`config.mk`:
```
export PLATFORM = sky130hd
export DESIGN_NAME = tcb_lite_arbiter
export DESIGN_NICKNAME = d
export VERILOG_FILES = /design/src/rtl/tcb_lite_pkg.sv /design/src/rtl/tcb_lite_arb_dly.sv /design/src/rtl/tcb_lite_arbiter.sv
export SDC_FILE = /design/constraint.sdc
export NUM_CORES = 1
export LEC_CHECK = 0
export BUFFER_PORTS_ARGS = -buffer_cell sky130_fd_sc_hd__buf_2
export CORE_AREA = 10 10 114 116
export CTS_CLUSTER_DIAMETER = 120
export DETAILED_ROUTE_END_ITERATION = 16
export DIE_AREA = 0 0 124 126
export GPL_ROUTABILITY_DRIVEN = 0
export GPL_TIMING_DRIVEN = 0
export HOLD_SLACK_MARGIN = 0.02
export PLACE_DENSITY = 0.53
export SETUP_SLACK_MARGIN = 0.5
export SLEW_MARGIN = 15
export SYNTH_ARGS = -nofsm -noshare
export SYNTH_HDL_FRONTEND = slang
export SYNTH_SLANG_ARGS = --single-unit
```
`constraint.sdc`:
```
create_clock -name clk -period 1.52 [get_ports clk]
set_clock_uncertainty 0.05 [all_clocks]
set_input_delay 0.076 -clock clk [delete_from_list [all_inputs] [get_ports clk]]
set_output_delay 0.076 -clock clk [all_outputs]
set_load 0.01 [all_outputs]
```
`src/rtl/tcb_lite_pkg.sv`:
```
// Shared TCB-lite types: request/response records and the arbiter lock state.
// Also used by the TCB-lite protocol checker, so keep field order stable.
package tcb_lite_pkg;

    localparam int TCB_XLEN  = 32;
    localparam int TCB_BEN_W = TCB_XLEN / 8;

    typedef struct packed {
        logic                 wen;
        logic [TCB_XLEN-1:0]  adr;
        logic [TCB_BEN_W-1:0] ben;
        logic [TCB_XLEN-1:0]  wdt;
    } tcb_req_t;

    typedef struct packed {
        logic [TCB_XLEN-1:0] rdt;
        logic                err;
    } tcb_rsp_t;

    typedef enum logic {
        UNLOCKED = 1'b0,
        LOCKED   = 1'b1
    } lck_state_t;

    // Width of a manager index; a single manager still needs one bit.
    function automatic int idx_w(input int n);
        return (n > 1) ? $clog2(n) : 1;
    endfunction

endpackage

```
`src/rtl/tcb_lite_arb_dly.sv`:
```
// Delay line carrying {act, idx} of each sub transfer to the cycle its response returns.
// With DLY=0 the response arrives in the transfer cycle, so the line collapses to wires.
module tcb_lite_arb_dly #(
    parameter int DLY = 1,
    parameter int IW  = 1
) (
    input  logic          clk,
    input  logic          rst,
    input  logic          push_act,
    input  logic [IW-1:0] push_idx,
    output logic          pop_act,
    output logic [IW-1:0] pop_idx
);

    if (DLY == 0) begin : g_bypass
        logic unused_clk_rst;
        assign unused_clk_rst = clk ^ rst;
        assign pop_act = push_act;
        assign pop_idx = push_idx;
    end else begin : g_line
        logic [DLY-1:0]         act_p;
        logic [DLY-1:0][IW-1:0] idx_p;

        always_ff @(posedge clk or negedge rst) begin
            if (!rst) begin
                act_p <= '0;
            end else begin
                act_p[0] <= push_act;
                for (int s = 1; s < DLY; s++) begin
                    act_p[s] <= act_p[s-1];
                end
            end
        end

        // idx is only meaningful where act is set, so it carries no reset
        always_ff @(posedge clk) begin
            idx_p[0] <= push_idx;
            for (int s = 1; s < DLY; s++) begin
                idx_p[s] <= idx_p[s-1];
            end
        end

        assign pop_act = act_p[DLY-1];
        assign pop_idx = idx_p[DLY-1];
    end

endmodule

```
`src/rtl/tcb_lite_arbiter.sv`:
```
// Round-robin TCB-lite arbiter with bus lock for atomic sequences; routes fixed-latency
// responses back to the issuing manager.
module tcb_lite_arbiter
    import tcb_lite_pkg::*;
#(
    parameter int XLEN    = TCB_XLEN,
    parameter int MAN_NUM = 2,
    parameter int DLY     = 1
) (
    input  logic                             clk,
    input  logic                             rst,
    input  logic [MAN_NUM-1:0]               man_vld,
    input  logic [MAN_NUM-1:0]               man_lck,
    input  logic [MAN_NUM-1:0]               man_wen,
    input  logic [MAN_NUM-1:0][XLEN-1:0]     man_adr,
    input  logic [MAN_NUM-1:0][XLEN/8-1:0]   man_ben,
    input  logic [MAN_NUM-1:0][XLEN-1:0]     man_wdt,
    output logic [MAN_NUM-1:0]               man_rdy,
    output logic [MAN_NUM-1:0][XLEN-1:0]     man_rdt,
    output logic [MAN_NUM-1:0]               man_err,
    output logic                             sub_vld,
    output logic                             sub_wen,
    output logic [XLEN-1:0]                  sub_adr,
    output logic [XLEN/8-1:0]                sub_ben,
    output logic [XLEN-1:0]                  sub_wdt,
    input  logic                             sub_rdy,
    input  logic [XLEN-1:0]                  sub_rdt,
    input  logic                             sub_err
);

    localparam int IW = idx_w(MAN_NUM);

    logic [IW-1:0] ptr;
    lck_state_t    lck_st;
    logic [IW-1:0] lck_own;
    logic [IW-1:0] gnt;
    logic          gnt_vld;
    logic          xfer;
    logic          rsp_act;
    logic [IW-1:0] rsp_idx;

    function automatic logic [IW-1:0] wrap_add(input logic [IW-1:0] base, input int ofs);
        int sum;
        sum = (int'(base) + ofs) % MAN_NUM;
        return IW'(sum);
    endfunction

    // Scan offsets high to low so the nearest requester at or after ptr wins.
    // With nobody requesting, gnt rests on ptr so the sub bus shows that manager.
    always_comb begin
        gnt     = ptr;
        gnt_vld = 1'b0;
        if (lck_st == LOCKED) begin
            gnt     = lck_own;
            gnt_vld = man_vld[lck_own];
        end else begin
            for (int i = MAN_NUM - 1; i >= 0; i--) begin
                if (man_vld[wrap_add(ptr, i)]) begin
                    gnt     = wrap_add(ptr, i);
                    gnt_vld = 1'b1;
                end
            end
        end
    end

    assign sub_vld = rst & gnt_vld;
    assign sub_wen = man_wen[gnt];
    assign sub_adr = man_adr[gnt];
    assign sub_ben = man_ben[gnt];
    assign sub_wdt = man_wdt[gnt];
    assign xfer    = sub_vld & sub_rdy;

    always_comb begin
        man_rdy      = '0;
        man_rdy[gnt] = rst & sub_rdy;
    end

    // Pointer and lock only move on a completed sub transfer; a stall keeps the grant.
    always_ff @(posedge clk or negedge rst) begin
        if (!rst) begin
            ptr     <= '0;
            lck_st  <= UNLOCKED;
            lck_own <= '0;
        end else if (xfer) begin
            ptr <= wrap_add(gnt, 1);
            if (lck_st == UNLOCKED) begin
                if (man_lck[gnt]) begin
                    lck_st  <= LOCKED;
                    lck_own <= gnt;
                end
            end else if (!man_lck[gnt]) begin
                lck_st <= UNLOCKED;
            end
        end
    end

    tcb_lite_arb_dly #(
        .DLY (DLY),
        .IW  (IW)
    ) u_dly (
        .clk      (clk),
        .rst      (rst),
        .push_act (xfer),
        .push_idx (gnt),
        .pop_act  (rsp_act),
        .pop_idx  (rsp_idx)
    );

    for (genvar m = 0; m < MAN_NUM; m++) begin : g_rsp
        logic hit;
        assign hit        = rst & rsp_act & (rsp_idx == IW'(m));
        assign man_rdt[m] = hit ? sub_rdt : '0;
        assign man_err[m] = hit & sub_err;
    end

endmodule

```
Word level (Yosys, flattened, before mapping)
Cells that the tools add are included.
Operators by class
  reduce and logical (&&, ||, !) cells: 2
  add/subtract/negate cells: 2
  magnitude comparators: 5
  multiplexer cells: 27
  bitwise logic cells: 11
Operators by type and width (count)
  2-to-1 mux 32 bit: 6
  2-to-1 mux 1 bit: 18
  bitwise AND 1 bit: 8
  < comparator 1 x 2 -> 1 bit (second input constant): 4
  2-to-1 mux 4 bit: 2
  AND reduction 3 bit: 1
  adder 1 bit (second input constant): 2
  bitwise AND 2 bit: 1
  NOT 1 bit: 2
  demux 1 bit (select 1 bit): 1
  greater-or-equal comparator 1 bit (second input constant): 1
  logical AND 1 bit: 1
Word-level totals
  register bits: 5

Depth between registers and ports, before layout
  depth in word-level cells: 11
  depth in mapped cells: 6

Cells and area by module
A second synthesis with hierarchy kept.
Second synthesis, totals
  cells, all modules: 325
  area, all modules: 1562.7 µm²
Modules (own cells, without submodules)
  tcb_lite_arbiter: area each 1517.7 µm², cells an instance 323, seq. area each 75.1 µm², times used 1
  tcb_lite_arb_dly: area each 45.0 µm², cells an instance 2, seq. area each 45.0 µm², times used 1

Worst setup path after synthesis
No wires, ideal clock.
  path type: register to register
  start: register lck_st
  end: register lck_st
  library setup time: 0.125 ns
  cell stages (with the launch flop): 6
  buffers on the path: 1
  slack: 0.035 ns
  data required time: 1.345 ns
  arrival time: 1.310 ns
  clock period less this slack: 1.485 ns
  path through: dfrtp_1 -> o21bai_1 -> o21a_1 -> buf_6 -> o21a_1 -> mux2_2
On the way
  cells in the longest elaborated chain, start to end: 4
  elaborated cells between the ends (all ways): 7
RTL lines
  start: declaration: line tcb_lite_arbiter.sv:34  | lck_state_t lck_st;
  start signal: assignment: line tcb_lite_arbiter.sv:82  | lck_st <= UNLOCKED;
  start signal: assignment: line tcb_lite_arbiter.sv:88  | lck_st <= LOCKED;
  start signal: assignment: line tcb_lite_arbiter.sv:92  | lck_st <= UNLOCKED;
  2-to-1 mux 1 bit: line tcb_lite_arbiter.sv:53  | if (lck_st == LOCKED) begin
  2-to-1 mux 1 bit (implied by the code) (2 in a row): line tcb_lite_arbiter.sv:87, tcb_lite_arbiter.sv:91
  2-to-1 mux 1 bit: line tcb_lite_arbiter.sv:87, tcb_lite_arbiter.sv:91
Parallel ways exist; a longest one is shown, timed or not. The select of a mux whose other input is x is not followed.
A chain may end at the register's enable or synchronous reset.

Final worst setup path
  start: register ptr
  end: output port sub_adr[17]
On the way
  cells in the longest elaborated chain, start to end: 8
  elaborated cells between the ends (all ways): 10
RTL lines
  start: declaration: line tcb_lite_arbiter.sv:33  | logic [IW-1:0] ptr;
  start signal: assignment: line tcb_lite_arbiter.sv:85  | ptr <= wrap_add(gnt, 1);
  adder 1 bit: line tcb_lite_arbiter.sv:44  | sum = (int'(base) + ofs) % MAN_NUM;
  2-to-1 mux 1 bit (implied by the code) (2 in a row): line tcb_lite_arbiter.sv:58  | if (man_vld[wrap_add(ptr, i)]) begin
  2-to-1 mux 1 bit: line tcb_lite_arbiter.sv:58
  2-to-1 mux 1 bit (*): line tcb_lite_arbiter.sv:58
  2-to-1 mux 1 bit (*): line tcb_lite_arbiter.sv:53
  2-to-1 mux 32 bit (implied by the code) (*) (2 in a row): line tcb_lite_arbiter.sv:68  | assign sub_adr = man_adr[gnt];
  end: declaration: line tcb_lite_arbiter.sv:23  | output logic [XLEN-1:0] sub_adr,
Mark *: on every way between the ends. The rest lies on a longest branch, timed or not. The select of a mux whose other input is x is not followed.

==> flow_summary.json <==
{
  "placed_cell_area_um2": 3520,
  "fill_cells": 1025,
  "hold_viol_final": 0,
  "clock_path_buffers": 2,
  "fp.dieH_um": 126,
  "numCtsBuffers": 3,
  "final_cell_mix": "buf_2, nand2_1, buf_6",
  "grt_pass1_wl_um": 19700,
  "final_area_um2": 5020,
  "yosys-top-cells-area": "nand2_1, and2_1, dfrtp_1",
  "finalSetupViolations": 75,
  "powerDensity_nw_per_um2": 1580,
  "hpwl_um": 11000,
  "worstMarginPinSlew_ps": 249,
  "area_growth_pct": 216,
  "min_path_cells": 3,
  "grt_overflow": 0,
  "r2r-end": "lck_st$_DFFE_PN0P_",
  "p_leak_nw": 2.91,
  "met2_usage_pct": 31.7,
  "slowest_stage": "dfrtp_1",
  "drive_gt1_share_pct": 79.8,
  "rsz0062_at_grt": "yes",
  "cp.required_ps": 1390,
  "grtUsageMet3_pct": 6.66,
  "path_clk_slew_ps": 40,
  "port_buffers": 315,
  "syn_area_um2": 1590,
  "peakVddDrop_uv": 887,
  "die_area_um2": 15600,
  "grt_busiest_layer": "met2",
  "start_util_pct": 14.9,
  "via_count": 3465,
  "cts-root-buf": "clkbuf_8",
  "drtPass1Iterations": 4,
  "std_cell_rows": 38,
  "rrSetupSlack_ps": -250,
  "synth_top_cell_by_area": "nand2_1",
  "yosys.area.top_type_share_pct": 49.6,
  "final_common_cell": "buf_2",
  "critPathTopFamily": "buffers and inverters",
  "first_global_vias": 3734,
  "cts.sink_count": 5,
  "cts_tree": "done",
  "globalRouteTotalUtil_pct": 15.6,
  "fin_nets": 853,
  "rr_worst_depth": 6,
  "cpPeakStageDelay_ps": 410,
  "syn_avg_cell_area_um2": 4.86,
  "finalPower_mw": 7.96,
  "core_area_um2": 10700,
  "cp-start-kind": "flop",
  "status": "finished, violations left",
  "grt_max_degree": 11,
  "drc": 0,
  "synth_fp_nets": 505,
  "ios": 316,
  "hold_start": "man_lck[1]",
  "ys_ff_latch": 5,
  "worstSetupPathType": "reg2out",
  "finalCritPeriodShare_pct": 121,
  "grt_util_met1_pct": 13.7,
  "clk_latency_ps": 220,
  "cp_data_arrival_time_ps": 1720,
  "maxCapViolCount": 0,
  "hold_path_class": "in2reg",
  "path_cells": "a21boi_2 > o21a_4 > clkinvlp_4 > buf_12 > buf_8 > nand2_2 > nand2_1 > buf_2",
  "wl_per_cell_um": 18.0,
  "routed_wl_um": 14700,
  "slew_viol_final": 0,
  "r2r-start": "lck_st$_DFFE_PN0P_",
  "fmaxAchievable_mhz": 542,
  "antenna_found_initial": 1,
  "cp_max_fo": 7,
  "worst_slack_ps": -324,
  "ant_nets": 0,
  "critPathBufInv": 4,
  "fin_crit_ps": 1840,
  "violations": "negative setup slack",
  "ys.warnings.count": 0,
  "slew_headroom_pct": 83.4,
  "ys_seq_area_share_pct": 7.56,
  "viasPerCell": 4.25,
  "hold_path_end": "lck_own$_DFFE_PN0P_",
  "cp-end-kind": "primary output",
  "die_w_um": 124,
  "drt_iter0_drc": 98,
  "dp_slack_ps": -233,
  "synth_cells": 327,
  "synth_cell_types": 22,
  "cts_max_level": 1
}
==> state kept, by name, indices dropped and copies added (netlist names) <==
signal         count
ptr                1
u_dly.pop_idx      1
u_dly.pop_act      1
lck_st             1
lck_own            1
==> tightest hold or removal path, cell delays in order <==
cell and delay (ps):
buf_2 100, o21a_1 150, a32oi_1 90
==> cell type report <==
| cell class | instances | area, um^2 | area share (%) |
|---|---|---|---|
| Tap cell | 140 | 175 | 3.49 |
| Timing Repair inverter | 1 | 7.51 | 0.149 |
| Sequential cell | 5 | 121 | 2.42 |
| Buffer | 21 | 313 | 6.23 |
| Timing Repair Buffer | 342 | 2500 | 49.7 |
| Inverter | 4 | 17.5 | 0.349 |
| Clock buffer | 4 | 45.0 | 0.896 |
| Antenna cell | 1 | 2.50 | 0.0498 |
| Multi-Input combinational cell | 297 | 1850 | 36.8 |
==> through the flow <==
| stage | std cells | setup TNS (ps) | hold WS, ps | util (%) |
|---|---|---|---|---|
| finish | 815 | -19650 | 181 | 47.0 |
| global placement | 782 | -8210 | -135 | 32.9 |
| global route | 814 | -25630 | 217 | 46.9 |
| CTS | 809 | -22130 | 185 | 42.0 |
| floorplan | 327 | 0 | -270 | - |
| detailed placement | 782 | -10060 | -128 | 32.9 |
==> per-layer routing <==
layer | vias to the layer above | wire, um
li1 | 1676 | -
met1 | 1549 | 4630
met2 | 217 | 7980
met3 | 21 | 1880
met4 | 2 | 201
met5 | - | 13
==> kinds of logic (layout without fill, tap and decap cells) <==
family / count (synthesis) / count (layout) / synth area share, %
flip-flops: 5 / 5 / 7.56
buffers and inverters: 25 / 372 / 8.19
AND/OR/NAND/NOR: 285 / 285 / 78.2
AO/OA/AOI/OAI: 10 / 10 / 4.64
other: 0 / 1 / 0
multiplexers: 2 / 2 / 1.42
==> where the power goes <==
group | total (mW) | switching, mW | leakage, nW | internal (mW)
clock network | 0.251 | 0.0709 | 0.0228 | 0.181
registers | 0.257 | 0.0618 | 0.0559 | 0.195
logic | 7.45 | 3.73 | 2.83 | 3.72
==> synthesized netlist by cell type (all sizes together) <==
library cell and number:
o2111ai 1, buf 12, nor2 6, dfrtp 4, o2bb2ai 1, clkbuf 9
nand2 210, inv 4, and2 66, o21bai 1, dfxtp 1, or2 2
a32oi 1, a21oi 1, o21a 2, mux2 2, a21boi 2, and3 1
o21ai 1
==> timing repair <==
action | 4_1_cts | 5_1_grt
gates resized for setup | 163 | 127
hold buffers | 1 | 0
cloned | 11 | 2
pin swaps | 86 | 48
hold endpoints to repair | 4 | 0
setup endpoints to repair | 143 | 143
buffers inserted | 11 | 3
==> how the worst max path moves through the flow <==
stage                                   from                 end  depth (start not counted)
after global routing         ptr$_DFFE_PN0P_         sub_adr[26]                          8
final                        ptr$_DFFE_PN0P_         sub_adr[17]                          8
after global placement    lck_st$_DFFE_PN0P_          sub_wdt[3]                          7
after floorplan           lck_st$_DFFE_PN0P_  lck_st$_DFFE_PN0P_                          5
after CTS                    ptr$_DFFE_PN0P_          sub_adr[5]                          7
after detailed placement  lck_st$_DFFE_PN0P_          sub_wdt[3]                          7
Power figures use the tool's default switching activity.
